===== src/rtl/mux_0.sv =====
// 2:1 bit-wise selector built from NAND-equivalent terms, plus registered copy and sel-toggle status.
// out is combinational (0 cycles), out_q/sel_toggles/toggled update 1 cycle after the inputs; no backpressure.
module mux_0 #(
  parameter int WIDTH = 1,
  parameter int CNT_W = 8
) (
  input  logic             clk,
  input  logic             rst,
  input  logic [WIDTH-1:0] a,
  input  logic [WIDTH-1:0] b,
  input  logic             sel,
  output logic [WIDTH-1:0] out,
  output logic [WIDTH-1:0] out_q,
  output logic [CNT_W-1:0] sel_toggles,
  output logic             toggled
);

  localparam logic [CNT_W-1:0] CNT_ONE = CNT_W'(1);
  localparam logic [CNT_W-1:0] CNT_MAX = {CNT_W{1'b1}};

  logic             sel_n;
  logic [WIDTH-1:0] sel_vec;
  logic [WIDTH-1:0] sel_n_vec;
  logic [WIDTH-1:0] nand_a;
  logic [WIDTH-1:0] nand_b;
  logic             sel_prev;

  // Inverter realised as a NAND with both inputs tied together.
  assign sel_n     = ~(sel & sel);
  assign sel_vec   = {WIDTH{sel}};
  assign sel_n_vec = {WIDTH{sel_n}};
  assign nand_a    = ~(a & sel_n_vec);
  assign nand_b    = ~(b & sel_vec);
  assign out       = ~(nand_a & nand_b);

  always_ff @(posedge clk) begin
    if (rst) begin
      out_q       <= '0;
      sel_toggles <= '0;
      toggled     <= 1'b0;
      sel_prev    <= 1'b0;
    end else begin
      out_q    <= out;
      sel_prev <= sel;
      if (sel != sel_prev) begin
        toggled <= 1'b1;
        // Saturate rather than wrap so a long-running count is never misread as small.
        if (sel_toggles != CNT_MAX) begin
          sel_toggles <= sel_toggles + CNT_ONE;
        end
      end
    end
  end

endmodule


===== config.mk =====
export PLATFORM = sky130hd
export DESIGN_NAME = mux_0
export DESIGN_NICKNAME = d
export VERILOG_FILES = /design/src/rtl/mux_0.sv
export SDC_FILE = /design/constraint.sdc
export NUM_CORES = 1
export LEC_CHECK = 0
export BUFFER_PORTS_ARGS = -buffer_cell sky130_fd_sc_hd__clkbuf_2
export CAP_MARGIN = 20
export CORE_AREA = 2 2 39 41
export CTS_CLUSTER_DIAMETER = 40
export CTS_CLUSTER_SIZE = 30
export DETAILED_ROUTE_END_ITERATION = 8
export DIE_AREA = 0 0 41 43
export GPL_ROUTABILITY_DRIVEN = 0
export SLEW_MARGIN = 20
export SYNTH_ARGS = -nofsm -noshare
export SYNTH_HDL_FRONTEND = slang
export SYNTH_SLANG_ARGS = --single-unit

===== constraint.sdc =====
create_clock -name clk -period 1.58 [get_ports clk]
set_clock_uncertainty 0.2 [all_clocks]
set_input_delay 0.079 -clock clk [delete_from_list [all_inputs] [get_ports clk]]
set_output_delay 0.079 -clock clk [all_outputs]
set_load 0.1 [all_outputs]

; After elaboration in Yosys (flattened, before gate mapping)
; Cells that the tools add are included.
[word_totals]
in_bits = 5
register_bits = 11
output_inout_bits = 11
elab_cells = 15
[classes]
eq_ne = 2
add_sub_neg = 1
n_bitwise = 7
n_reduce_logical = 1
[ops]
columns = operator, count
row1 = 8-bit by 1-bit adder with 8-bit output (second input constant), 1
row2 = 8-bit != test (second input constant), 1
row3 = 1-bit inverter, 4
row4 = 1-bit bitwise AND, 3
row5 = 2-bit AND reduction, 1
row6 = 1-bit != test, 1

; Depth between registers and ports, before layout
[logic_depth]
word_depth = 5
ltp_mapped = 5

; Worst setup path after synthesis
; No wires, ideal clock.
[synth_path]
kind = register -> register
startpoint = reg sel_toggles[0]
endpoint = reg sel_toggles[1]
slack_ns = -0.801
stages_incl_launch_ff = 6
t_arrival_ns = 2.053
setup_ns = 0.128
required_time_ns = 1.252
synth_period_minus_slack_ns = 2.381
n_path_buf = 0
path_cell_list = dfxtp_1 ha_1 nand4_1 o21ai_0 mux2i_1 nor2_1
[synth_between]
elab_chain_cells = 2
elab_cells_between_ends = 3
classes_between = add/sub (1) / eq/ne (1) / reduce/logical (1)
[synth_rtl]
columns = element, line
row1 = "start, declared", 14  ; output logic [CNT_W-1:0] sel_toggles,
row2 = "start signal, assigned", 49  ; sel_toggles <= sel_toggles + CNT_ONE;
row3 = "parallel branches: the longest is 2 deep, another holds 8-bit by 1-bit adder with 8-bit output", --
; Several ways; the timed one is not identified.
; A chain may end at the register's enable or synchronous reset.

; Worst setup path after layout
[layout_path]
startpoint = in rst
endpoint = reg sel_prev
[layout_lines]
columns = element, line
row1 = "start, declared", 8  ; input logic rst,
row2 = "end signal, assigned", 44  ; sel_prev <= sel;
row3 = "end, declared", 26  ; logic sel_prev;
; No word-level cell between the ends.

==> impl_metrics.ini <==
[worst_setup_path]
startpoint_type = primary input
r2r_start = sel_prev
arrival_ps = 1500
end_kind = flip-flop
r2r_cells = 4
endpoint = sel_prev
reg2reg_slack_ps = 50
crit_type = in2reg
cp.required_ps = 1540
r2r_end = sel_toggles[3]
crit_start = rst
crit_fanout = 12

[timing]
worst_slack_ps = 40.6
worst_slew_pin_slew_ps = 543
max_slew_margin = 0.639
setup_viol_count_final = 0
rsz0062_at_grt = true
fmax_mhz = 650
final_hold_viol_count = 0
period_share = 0.974
slew_viol_final = 0
finalCriticalPeriod_ps = 1540

[yosys]
syn_area_um2 = 492
ys_ff_latch = 11
syn_avg_cell_area_um2 = 9.46
synthTopCellsByArea = dfxtp_1, nor2_1, a211oi_1
synth_cells = 52
yosysTopAreaCellShare = 0.448
synth.area.mux_share = 0.0662
synthArstFlopShare = 0
synth_compound_area_frac = 0.170
synth_common_cells = dfxtp_1, nor2_1, a211oi_1
yosysMostFrequentCell = dfxtp_1
synth-seq-area-share = 0.448
synth_xor_area_frac = 0.0509
synth_flop_cell = dfxtp_1
synth_edf_count = 0
synthSimpleGateAreaFrac = 0.216
synth_top_family_by_area = simple AND/OR/NAND/NOR gates
yosys_warnings = 0
yosys.area.top_type = dfxtp_1
synthesis.nets = 58
synth-adder-area-share = 0.0254
synth.distinct_cells = 25

[floorplanning]
core_um2 = 1380
die_x_um = 41
die_h_um = 43
pin_count = 16
rows = 14
initial_core_util = 0.355
die_area_um2 = 1760

[clock_tree]
cts_buffers = 3
ctsLongestPathBuffers = 2
clkLatencyLatePin_ps = 280
clkSinkCount = 11
cts_tree = built
htreeDepth = 1
clkTransAtPathRegs_ps = 80
cts_root_buf = clkbuf_4

[global_routing]
grt_max_degree = 13
grt.overflow.total = 0
grt.total_usage = 0.162
grt_pass1_wl_um = 1860
grt_antenna_before_repair = 0
grt_pass1_vias = 419

[power]
total_power_mw = 0.684
p_leak_nw = 0.324
ir_worst_vdd_uv = 558
p_per_area_nw_per_um2 = 900

[status]
status = finished, final reports clean

[detailed_routing]
wl_met3_um = 74
wl_per_cell_um = 12.2
highest-signal-layer = met4
ant_nets = 0
via_count = 494
wl_met2_um = 552
first_pass_iters = 4
wl_met1_um = 516
routed_via_density = 5.20
wl_um = 1160
remaining_drc_errors = 0
drtIter0Drc = 5

[layout]
antenna_cells = 0
stdcell_count = 95
layout-drive-gt1-share = 0.532
nNetsFinal = 86
area_growth_pct = 54.5
fin_area_um2 = 759
final_util = 0.549

[place]
dp.cells = 84
placed_cell_area_um2 = 644
place_hpwl_um = 792
pre_cts_ws_ps = 24.6
io_buffers = 15

[hold_path]
min_path_type = in2reg

[run]
drv_cap = 0
-- per-layer routing --
metal,up-vias,GRT usage
met5,-,0
li1,248,-
met3,2,0.105
met4,0,0.0600
met1,231,0.206
met2,13,0.216
-- timing repair --
| action | in CTS | in global routing |
|---|---|---|
| setup endpoints to repair | 0 | 2 |
| buffers inserted | 0 | 3 |
| resized for setup | 0 | 6 |
| hold buffers | 4 | 0 |
| hold endpoints to repair | 9 | 0 |
-- registers in the layout, summed over array words and instances, names as in the netlist --
register,cells
toggled,1
out_q,1
sel_toggles,8
sel_prev,1
-- logic make-up after synthesis --
kind of cell               Yosys count
buffers and inverters                3
AOI/OAI and AO/OA                   11
and+or+nand+nor                     21
xor gates and xnor gates             2
muxes                                3
DFF                                 11
adders and majority gates            1
-- worst max-delay path: stages --
cell,delay [ps]
dlygate4sd3_1,520
buf_2,240
nor2b_1,80
dlygate4sd3_1,570
-- power by group --
part / internal [mW] / total, mW / switching (mW)
clock: 0.0939 / 0.195 / 0.101
combinational: 0.0511 / 0.191 / 0.140
sequential: 0.284 / 0.298 / 0.0147
total: 0.429 / 0.684 / 0.255
-- how the worst min path moves through the flow --
stage | from | end | slack [ps] | cells past startpoint
floorplan | sel | sel_prev | 7 | 1
global placement | sel | sel_prev | 180 | 2
detailed placement | sel | sel_prev | 180 | 2
CTS | sel | toggled | 40 | 4
global route | sel | toggled | 170 | 5
finish | sel | toggled | 140 | 5
-- metrics by stage --
stage / setup TNS, ps / hold slack [ps]
finish: 0 / 136
floorplan: -59.5 / 7.18
CTS: 0 / 36.0
global placement: 0 / 179
global route: -57.9 / 168
detailed placement: 0 / 182
-- placed cells by master, fill, tap and decap left out, types with 2 or more instances in the layout --
cell / Yosys / final
dlygate4sd3_1: 0 / 4
inv_1: 2 / 2
nand4_1: 2 / 2
clkbuf_4: 0 / 3
nor2_1: 8 / 7
dfxtp_4: 0 / 8
nor2b_1: 2 / 2
a21oi_1: 2 / 2
buf_4: 0 / 5
a211oi_1: 3 / 2
clkbuf_2: 0 / 14
a31oi_1: 2 / 2
nand3_1: 2 / 2
nand2_1: 2 / 2
dfxtp_1: 11 / 2
-- cell type report --
type,instances,area (um^2)
timing repair buffer,24,153
inverter,2,7.51
clock inverter,1,5.00
sequential,11,251
multi-input combinational,38,300
clock buffer,3,22.5
tap,16,20.0
fill,129,624
Note: power is estimated with default switching activity, not from simulation.
